### src/rtl/data_memory_arbiter_pkg.sv
// Shared state encoding, write-mode constants and access-size helper for the
// data memory arbiter and its request checker.
package data_memory_arbiter_pkg;

    typedef enum logic {
        IDLE   = 1'b0,
        ACCESS = 1'b1
    } arb_state_e;

    localparam logic [1:0] WM_NONE = 2'd0;
    localparam logic [1:0] WM_BYTE = 2'd1;
    localparam logic [1:0] WM_HALF = 2'd2;
    localparam logic [1:0] WM_WORD = 2'd3;

    // A read always moves a full word; a write moves the bytes its mode names.
    function automatic logic [2:0] sizeFromMode(input logic rd, input logic [1:0] wmode);
        logic [2:0] size;
        if (rd) begin
            size = 3'd4;
        end else begin
            case (wmode)
                WM_BYTE: size = 3'd1;
                WM_HALF: size = 3'd2;
                default: size = 3'd4;
            endcase
        end
        return size;
    endfunction

endpackage

### src/rtl/dmem_req_checker.sv
// Combinational legality check of one memory request: mode consistency,
// natural alignment and range against the memory size.
module dmem_req_checker
    import data_memory_arbiter_pkg::*;
#(
    parameter int ADDR_WIDTH = 32,
    parameter int NUM_UNITS  = 16
) (
    input  logic                  rd_i,
    input  logic [1:0]            wmode_i,
    input  logic [ADDR_WIDTH-1:0] addr_i,
    output logic                  legal_o
);

    localparam int ADDR1 = ADDR_WIDTH + 1;

    logic [2:0]       accessSize;
    logic [ADDR1-1:0] endAddr;
    logic             modeOk;
    logic             alignOk;
    logic             rangeOk;

    // The end address is one bit wider than the bus so a high address cannot wrap into range.
    always_comb begin
        accessSize = sizeFromMode(rd_i, wmode_i);
        endAddr    = {1'b0, addr_i} + ADDR1'(accessSize);
        modeOk     = rd_i ? (wmode_i == WM_NONE) : (wmode_i != WM_NONE);
        case (accessSize)
            3'd2:    alignOk = ~addr_i[0];
            3'd4:    alignOk = (addr_i[1:0] == 2'b00);
            default: alignOk = 1'b1;
        endcase
        rangeOk = (endAddr <= ADDR1'(NUM_UNITS));
        legal_o = modeOk & alignOk & rangeOk;
    end

endmodule

### src/rtl/data_memory_arbiter.sv
// Round-robin arbiter sharing the byte-addressed data memory between the core
// port (0) and the loader/debug port (1); every access is a two-cycle transaction.
module data_memory_arbiter
    import data_memory_arbiter_pkg::*;
#(
    parameter int ADDR_WIDTH = 32,
    parameter int DATA_WIDTH = 32,
    parameter int NUM_UNITS  = 16
) (
    input  logic                  clk_i,
    input  logic                  reset_n_i,
    input  logic                  req0_i,
    input  logic                  req1_i,
    input  logic                  rd0_i,
    input  logic                  rd1_i,
    input  logic [1:0]            wmode0_i,
    input  logic [1:0]            wmode1_i,
    input  logic [ADDR_WIDTH-1:0] addr0_i,
    input  logic [ADDR_WIDTH-1:0] addr1_i,
    input  logic [DATA_WIDTH-1:0] wdata0_i,
    input  logic [DATA_WIDTH-1:0] wdata1_i,
    output logic                  done0_o,
    output logic                  done1_o,
    output logic                  err0_o,
    output logic                  err1_o,
    output logic [DATA_WIDTH-1:0] rdata_o,
    output logic [ADDR_WIDTH-1:0] mem_addr_o,
    output logic [DATA_WIDTH-1:0] mem_data_in_o,
    output logic                  mem_read_o,
    output logic [1:0]            mem_write_mode_o,
    input  logic [DATA_WIDTH-1:0] mem_data_out_i,
    output logic                  busy_o
);

    arb_state_e            state_q;
    logic                  lastGrant_q;
    logic                  done0_q, done1_q, err0_q, err1_q;
    logic [DATA_WIDTH-1:0] rdata_q;
    logic [ADDR_WIDTH-1:0] memAddr_q;
    logic [DATA_WIDTH-1:0] memDataIn_q;
    logic                  memRead_q;
    logic [1:0]            memWriteMode_q;
    logic                  busy_q;

    logic                  grantOne;
    logic                  selRd;
    logic [1:0]            selWmode;
    logic [ADDR_WIDTH-1:0] selAddr;
    logic [DATA_WIDTH-1:0] selWdata;
    logic                  selLegal;

    // lastGrant_q also names the owner of the access in flight, since every grant updates it.
    always_comb begin
        grantOne = req1_i;
        if (req0_i && req1_i) begin
            grantOne = ~lastGrant_q;
        end
        selRd    = grantOne ? rd1_i    : rd0_i;
        selWmode = grantOne ? wmode1_i : wmode0_i;
        selAddr  = grantOne ? addr1_i  : addr0_i;
        selWdata = grantOne ? wdata1_i : wdata0_i;
    end

    dmem_req_checker #(
        .ADDR_WIDTH (ADDR_WIDTH),
        .NUM_UNITS  (NUM_UNITS)
    ) u_checker (
        .rd_i    (selRd),
        .wmode_i (selWmode),
        .addr_i  (selAddr),
        .legal_o (selLegal)
    );

    always_ff @(posedge clk_i) begin
        if (!reset_n_i) begin
            state_q        <= IDLE;
            lastGrant_q    <= 1'b1;
            done0_q        <= 1'b0;
            done1_q        <= 1'b0;
            err0_q         <= 1'b0;
            err1_q         <= 1'b0;
            rdata_q        <= '0;
            memAddr_q      <= '0;
            memDataIn_q    <= '0;
            memRead_q      <= 1'b0;
            memWriteMode_q <= WM_NONE;
            busy_q         <= 1'b0;
        end else begin
            done0_q <= 1'b0;
            done1_q <= 1'b0;
            err0_q  <= 1'b0;
            err1_q  <= 1'b0;
            case (state_q)
                IDLE: begin
                    if (req0_i || req1_i) begin
                        lastGrant_q <= grantOne;
                        if (selLegal) begin
                            memAddr_q      <= selAddr;
                            memDataIn_q    <= selWdata;
                            memRead_q      <= selRd;
                            memWriteMode_q <= selWmode;
                            busy_q         <= 1'b1;
                            state_q        <= ACCESS;
                        end else begin
                            done0_q <= ~grantOne;
                            done1_q <= grantOne;
                            err0_q  <= ~grantOne;
                            err1_q  <= grantOne;
                        end
                    end
                end
                ACCESS: begin
                    if (memRead_q) begin
                        rdata_q <= mem_data_out_i;
                    end
                    done0_q        <= ~lastGrant_q;
                    done1_q        <= lastGrant_q;
                    memRead_q      <= 1'b0;
                    memWriteMode_q <= WM_NONE;
                    busy_q         <= 1'b0;
                    state_q        <= IDLE;
                end
                default: state_q <= IDLE;
            endcase
        end
    end

    assign done0_o          = done0_q;
    assign done1_o          = done1_q;
    assign err0_o           = err0_q;
    assign err1_o           = err1_q;
    assign rdata_o          = rdata_q;
    assign mem_addr_o       = memAddr_q;
    assign mem_data_in_o    = memDataIn_q;
    assign mem_read_o       = memRead_q;
    assign mem_write_mode_o = memWriteMode_q;
    assign busy_o           = busy_q;

endmodule
### config.mk
export PLATFORM = sky130hd
export DESIGN_NAME = data_memory_arbiter
export DESIGN_NICKNAME = d
export VERILOG_FILES = /design/src/rtl/data_memory_arbiter_pkg.sv /design/src/rtl/dmem_req_checker.sv /design/src/rtl/data_memory_arbiter.sv
export SDC_FILE = /design/constraint.sdc
export NUM_CORES = 1
export LEC_CHECK = 0
export CAP_MARGIN = 0
export CORE_MARGIN = 2
export CORE_UTILIZATION = 37
export CTS_CLUSTER_SIZE = 10
export DETAILED_ROUTE_END_ITERATION = 8
export GPL_ROUTABILITY_DRIVEN = 1
export MAX_ROUTING_LAYER = met4
export PLACE_DENSITY_LB_ADDON = 0.05
export SKIP_CTS_REPAIR_TIMING = 1
export SYNTH_ARGS = -nofsm -noshare
export SYNTH_HDL_FRONTEND = slang
export SYNTH_HIERARCHICAL = 1
export SYNTH_SLANG_ARGS = --single-unit
### constraint.sdc
create_clock -name clk_i -period 5.05 [get_ports clk_i]
set_clock_uncertainty 0.15 [all_clocks]
set_input_delay 0.505 -clock clk_i [delete_from_list [all_inputs] [get_ports clk_i]]
set_output_delay 0.505 -clock clk_i [all_outputs]
set_load 0.03 [all_outputs]
Word level (Yosys, flattened, before mapping)

Index checks and enable logic that the tools add are counted.

Register bits after elaboration: 106
Input port bits: 170
Output and inout port bits: 104
Word-level logic and storage cells: 64

$add $sub $neg: 1
Order comparisons: 1
Eq/ne operators: 6
Muxes and demuxes: 27
Bitwise logic cells: 7
Reductions and logical operators: 10

Operators with widths:

| kind                                                  | count |
|---|---|
| two-way mux 32 bit                                    | 2 |
| adder 32 x 3 -> 33 bit                                | 1 |
| <= comparator 33 x 5 -> 1 bit (second input constant) | 1 |
| two-way mux 1 bit                                     | 13 |
| one-hot mux 1 bit (2 select lines)                    | 6 |
| two-way mux 2 bit                                     | 3 |
| one-hot mux 3 bit (2 select lines)                    | 1 |
| AND reduction 2 bit                                   | 3 |
| inverter 1 bit                                        | 5 |
| logical NOT 2 bit                                     | 2 |
| inequality test 2 bit (second input constant)         | 2 |
| one-hot mux 2 bit (2 select lines)                    | 1 |
| equality test 3 x 2 -> 1 bit (second input constant)  | 1 |
| equality test 3 bit (second input constant)           | 1 |
| two-way mux 3 bit                                     | 1 |
| AND reduction 3 bit                                   | 1 |
| bitwise AND 1 bit                                     | 2 |
| equality test 2 x 1 -> 1 bit (second input constant)  | 1 |
| equality test 2 bit (second input constant)           | 1 |
| nonzero test 2 bit                                    | 1 |
| OR reduction 2 bit                                    | 1 |
| logical AND 1 bit                                     | 1 |
| logical OR 1 bit                                      | 1 |

Depth between registers and ports, before layout

Gate-level depths: netlist of the first run.

Depth after elaboration: 13
Mapped depth: 23
Depth with buffers taken out: 18

Cells and area by module

The synthesis of the first run kept the hierarchy.

Modules (own cells, without submodules):

| module              | instances | cells an instance | area an instance (um^2) |
|---|---|---|---|
| data_memory_arbiter | 1         | 579               | 4608.2 |
| dmem_req_checker    | 1         | 143               | 953.4 |

Worst setup path after synthesis of the first run

Ideal clock, no wire load.

Kind: in2reg
From: input port req1_i
To: register memAddr_q[23], in the netlist mem_addr_o[23]
Library setup time: 88 ps
Arrival: 4573 ps
Required time: 4812 ps
Setup slack: 238 ps
Stages on the path: 22
Buffers on the path: 5
Cell sequence: a21bo_2 > buf_2 > buf_6 > nand2_1 > nand2_1 > inv_1 > ha_1 > nand2b_1 > ha_1 > and2_0 > mux2_4 > a221o_1 > buf_6 > o21ai_2 > o2111ai_1 > or4_1 > nor4_2 > o21a_2 > buf_4 > buf_2 > a21oi_1 > a311oi_2

Longest elaborated chain between the ends: 11

RTL lines:

| item                                                           | RTL line                  | source |
|---|---|---|
| from (decl)                                                    | data_memory_arbiter.sv:13 | `input logic req1_i,` |
| logical AND 1 bit                                              | data_memory_arbiter.sv:55 | `if (req0_i && req1_i) begin` |
| two-way mux 1 bit *                                            | data_memory_arbiter.sv:55 |  |
| two-way mux 2 bit *                                            | data_memory_arbiter.sv:59 | `selWmode = grantOne ? wmode1_i : wmode0_i;` |
| named net selWmode[0]                                          | data_memory_arbiter.sv:47 | `logic [1:0] selWmode;` |
| branches (longest 6 deep; another with adder 32 x 3 -> 33 bit) | n/a                       |  |
| bitwise AND 1 bit *                                            | dmem_req_checker.sv:34    | `legal_o = modeOk & alignOk & rangeOk;` |
| named net selLegal                                             | data_memory_arbiter.sv:50 | `logic selLegal;` |
| AND reduction 3 bit (no line) *                                | n/a                       |  |
| to (signal assigned)                                           | data_memory_arbiter.sv:98 | `memAddr_q <= selAddr;` |
| to (decl)                                                      | data_memory_arbiter.sv:39 | `logic [ADDR_WIDTH-1:0] memAddr_q;` |

Mark *: on every way through the listed nets, which the timed path passes.
A chain may end at the register's enable or synchronous reset.

Final worst setup path of the first run

From: register lastGrant_q
To: register memAddr_q[20], in the netlist mem_addr_o[20]

Longest elaborated chain between the ends: 11

RTL lines:

| item                                                           | RTL line                  | source |
|---|---|---|
| from (decl)                                                    | data_memory_arbiter.sv:36 | `logic lastGrant_q;` |
| from (signal assigned)                                         | data_memory_arbiter.sv:96 | `lastGrant_q <= grantOne;` |
| inverter 1 bit *                                               | data_memory_arbiter.sv:56 | `grantOne = ~lastGrant_q;` |
| two-way mux 1 bit *                                            | data_memory_arbiter.sv:55 |  |
| two-way mux 2 bit *                                            | data_memory_arbiter.sv:59 |  |
| named net selWmode[1]                                          | data_memory_arbiter.sv:47 |  |
| branches (longest 6 deep; another with adder 32 x 3 -> 33 bit) | n/a                       |  |
| bitwise AND 1 bit *                                            | dmem_req_checker.sv:34    |  |
| named net selLegal                                             | data_memory_arbiter.sv:50 |  |
| AND reduction 3 bit (no line) *                                | n/a                       |  |

Marked as above.

==> results_dict.tcl, run 1 <==
set metrics [dict create \
    dpl.cell_count 1160 \
    netSwitchingPower_mw 0.552 \
    placeableCoreArea_sq_mm 0.0146 \
    cellPowerDensity_mw_per_mm2 221 \
    timing.max_cap.violations 0 \
    post-route-cell-area_sq_mm 0.00909 \
    fraction_of_final_layout_cells_with_drive_strength_greater_than_1_pct 10.4 \
    max_freq_mhz 215 \
    cp_max_fo 9 \
    total_die_area_sq_mm 0.0160 \
    insertion_delay_ns 0.35 \
    post_syn_area_per_cell_sq_um 7.70 \
    ctsRootBufferMaster "clkbuf_16" \
    timing.critical_path.max_delay_family "compound AO/OA/AOI/OAI gates" \
    cts_num_sinks 106 \
    first_global_vias 6183 \
    timing.hold.worst.class "reg2reg" \
    total_power_mw 2.01 \
    arrival_time_of_the_worst_setup_path_ns 4.72 \
    globalRouteOverflowTotal 0 \
    timing.hold.worst.start "mem_data_in_o[17]$_SDFFE_PN0P_" \
    commonest_cells_after_routing_fill_and_taps_aside "nand2_1, clkdlybuf4s50_1, dfxtp_1" \
    irDropWorstVdd_mv 0.175 \
    holdWs_ns 0.299 \
    num-nets-final 1170 \
    postPlaceCellArea_sq_mm 0.00858 \
    synthFlopType "dfxtp_1" \
    sw_frac_of_total_pct 27.5 \
    share_of_the_yosys_chip_area_belonging_to_registers_pct 38.2 \
    crit_path_cell_trace "a21bo_2, nand2_1, nand2_1, inv_1, ha_1, nand2b_1, ha_1, and2_0, mux2_4, a221o_1, buf_4, a41o_1, o21ai_2, nand4_1, nor4_4, o21a_2, and2_4, clkbuf_16, a311oi_2" \
    routed_wire_length_per_instance_um 18.0 \
    internal_power_mw 1.46 \
    antenna_cells_inserted 0 \
    wire_length_of_the_first_global_routing_pass_um 32000 \
    dieHeight_um 127 \
    cp_num_buf_inv 3 \
    detail_route.wirelength_um 21300 \
    post_synthesis_cells 722 \
    globalplace.congestion 0.876 \
    globalRouteTotalUtil_pct 25.5 \
    cts_tree "done" \
    h_tree_lvls 3 \
    maxSlewViolCount 0 \
    final-hold-violation-count 0 \
    layout.cells.non_filler 1182 \
    run_status "complete, no violations" \
    start_util_pct 38.1 \
    fp-row-count 44 \
    max-slew-margin-rel_pct 28.0 \
    io-pin-count 274 \
    power.share.combinational_pct 20.5 \
    vias_per_cell 5.43 \
    final_common_cell "nand2_1" \
    timing_worst_slew_pin_value_ns 1.08 \
    finalWorstPathRequiredPeriod_ns 4.65 \
    critPathLaunch "lastGrant_q$_SDFFE_PN1P_" \
    setup_violations 0 \
    seqPwrFrac_pct 41.7 \
    share_of_the_cycle_needed_by_the_critical_path_after_routing_pct 92.1 \
    tritoncts.num_buffers 9 \
    critPathRequiredTime_ns 5.12 \
    grt_setup_unrepaired "no" \
    total_leakage_power_nw 3.39 \
    synth.ff_latch_count 106 \
    filler_cell_count 1271 \
    cp-end-kind "flip-flop" \
    multiInputGateArea_sq_mm 0.00319 \
    critPathSlowestCell "dfxtp_1" \
    port_buffers 273 \
    synth-async-reset-ratio_pct 0 \
    power.clock.fraction_pct 37.7 \
    synth_area_sq_mm 0.00556 \
    flow.area_growth_from_synthesis_pct 63.4 \
    remaining_drc_errors 0 \
    dr_total_vias 6417 \
    worst_path_largest_cell_delay_ns 0.44 \
    postSynthNetCount 899 \
    detail_route.iter0.violations 466 \
    final-seq-area_sq_mm 0.00212 \
    antenna_violations_before_repair 0 \
    maximum_number_of_pins_on_one_net_before_global_route_repair 39 \
    crit-reg2reg-launch "lastGrant_q$_SDFFE_PN1P_" \
    clockBufferDepth 2 \
    drt-pass1-iter-count 6 \
    clk_transition_reported_paths_ns 0.08 \
    fin_util_pct 62.3 \
    chipWidth_um 127 \
    netlist-cell-type-count 60 \
    critical_path_class "reg2reg" \
    hpwl_um 15500 \
    drt.antenna.violating_nets 0 \
    synth_edf_count 0 \
    synth_warnings 6 \
    worst_setup_start_kind "flip-flop" \
]
state kept, by name (all words and copies together) (netlist names):
name and flops:
err1_o 1, mem_write_mode_o 2, mem_data_in_o 32, err0_o 1
state_q 1, done1_o 1, lastGrant_q 1, mem_read_o 1
rdata_o 32, done0_o 1, mem_addr_o 32, busy_o 1
power groups by stage:
stage / registers [mW] / clock network [mW] / logic, mW
2_1_floorplan: 0.862 / 0 / 0.182
4_1_cts: 0.839 / 0.775 / 0.399
6_report: 0.839 / 0.759 / 0.413
5_1_grt: 0.839 / 0.808 / 0.443
3_5_place_dp: 0.859 / 0 / 0.395
3_3_place_gp: 0.859 / 0 / 0.389
final cells by class:
type	instances	share of cell area, %
Tap cell	184	2.53
Clock buffer	10	2.63
Timing Repair Buffer	314	35.1
Inverter	7	0.289
Sequential cell	106	23.4
Multi-Input combinational cell	555	35.2
Clock inverter	6	0.936
final timing paths:
| check | to | slack [ns] | cells past startpoint |
|---|---|---|---|
| setup / recovery | mem_addr_o[20]$_SDFFE_PN0P_ | 0.40 | 19 |
| hold / removal | mem_data_in_o[17]$_SDFFE_PN0P_ | 0.30 | 2 |
| setup reg to reg | mem_addr_o[20]$_SDFFE_PN0P_ | 0.40 | 19 |
| hold reg to reg | mem_data_in_o[17]$_SDFFE_PN0P_ | 0.30 | 2 |
worst min-delay path, stage by stage, from the launching register on:
cell and delay (ns):
dfxtp_1 0.31, nand2_1 0.05, a32oi_1 0.04
routing by layer:
layer	vias up	GRT usage, %	part of all wire, %
met5	-	-	0
met4	0	7.05	2.1
met3	35	6.20	6.7
met2	265	41.9	48
met1	3037	31.3	43
li1	3080	-	-
cell usage after synthesis (all sizes together) (2+ instances only):
cell | number | area [sq um]
nor3 | 12 | 60.1
nand4 | 8 | 50.1
mux2 | 2 | 26.3
clkbuf | 22 | 82.6
xnor2 | 7 | 61.3
o21ai | 10 | 53.8
and4 | 2 | 17.5
or2 | 2 | 12.5
or3 | 4 | 25.0
o2111ai | 2 | 17.5
nand2 | 284 | 1070
nand3 | 11 | 55.1
a311oi | 37 | 499
nor2 | 14 | 52.6
nor4 | 6 | 43.8
a21oi | 67 | 335
a32oi | 32 | 280
a31oi | 3 | 18.8
ha | 7 | 87.6
dfxtp | 106 | 2120
a21o | 2 | 15.0
mux2i | 3 | 30.0
o211ai | 2 | 15.0
buf | 32 | 195
and2 | 7 | 46.3
xor2 | 5 | 43.8
a211o | 3 | 26.3
nand2b | 4 | 32.5
inv | 7 | 26.3
cells by family (layout without fill, tap and decap cells):
group	count (synthesis)	in the layout	share of synthesized area [%]
adders and majority gates	7	7	1.57
muxes	5	5	1.01
buffers and inverters	61	337	5.47
DFF	106	106	38.2
xor gates and xnor gates	12	12	1.89
AOI/OAI and AO/OA	168	168	24.4
and+or+nand+nor	363	363	27.5
through the flow:
stage | TNS, ns | setup slack [ns]
after floorplan | 0 | 0.238
after global placement | -8.56 | -0.150
after detailed placement | -17.10 | -0.289
after CTS | 0 | 0.0733
after global routing | 0 | 0.187
final | 0 | 0.400
(Power assumes the default switching activity.)
==> run 2: changes to the inputs <==
TNS_END_PERCENT = 30   (was not set)
==> results of run 2 <==
Same layout as run 1: the final DEF is identical, and so are final timing and power.
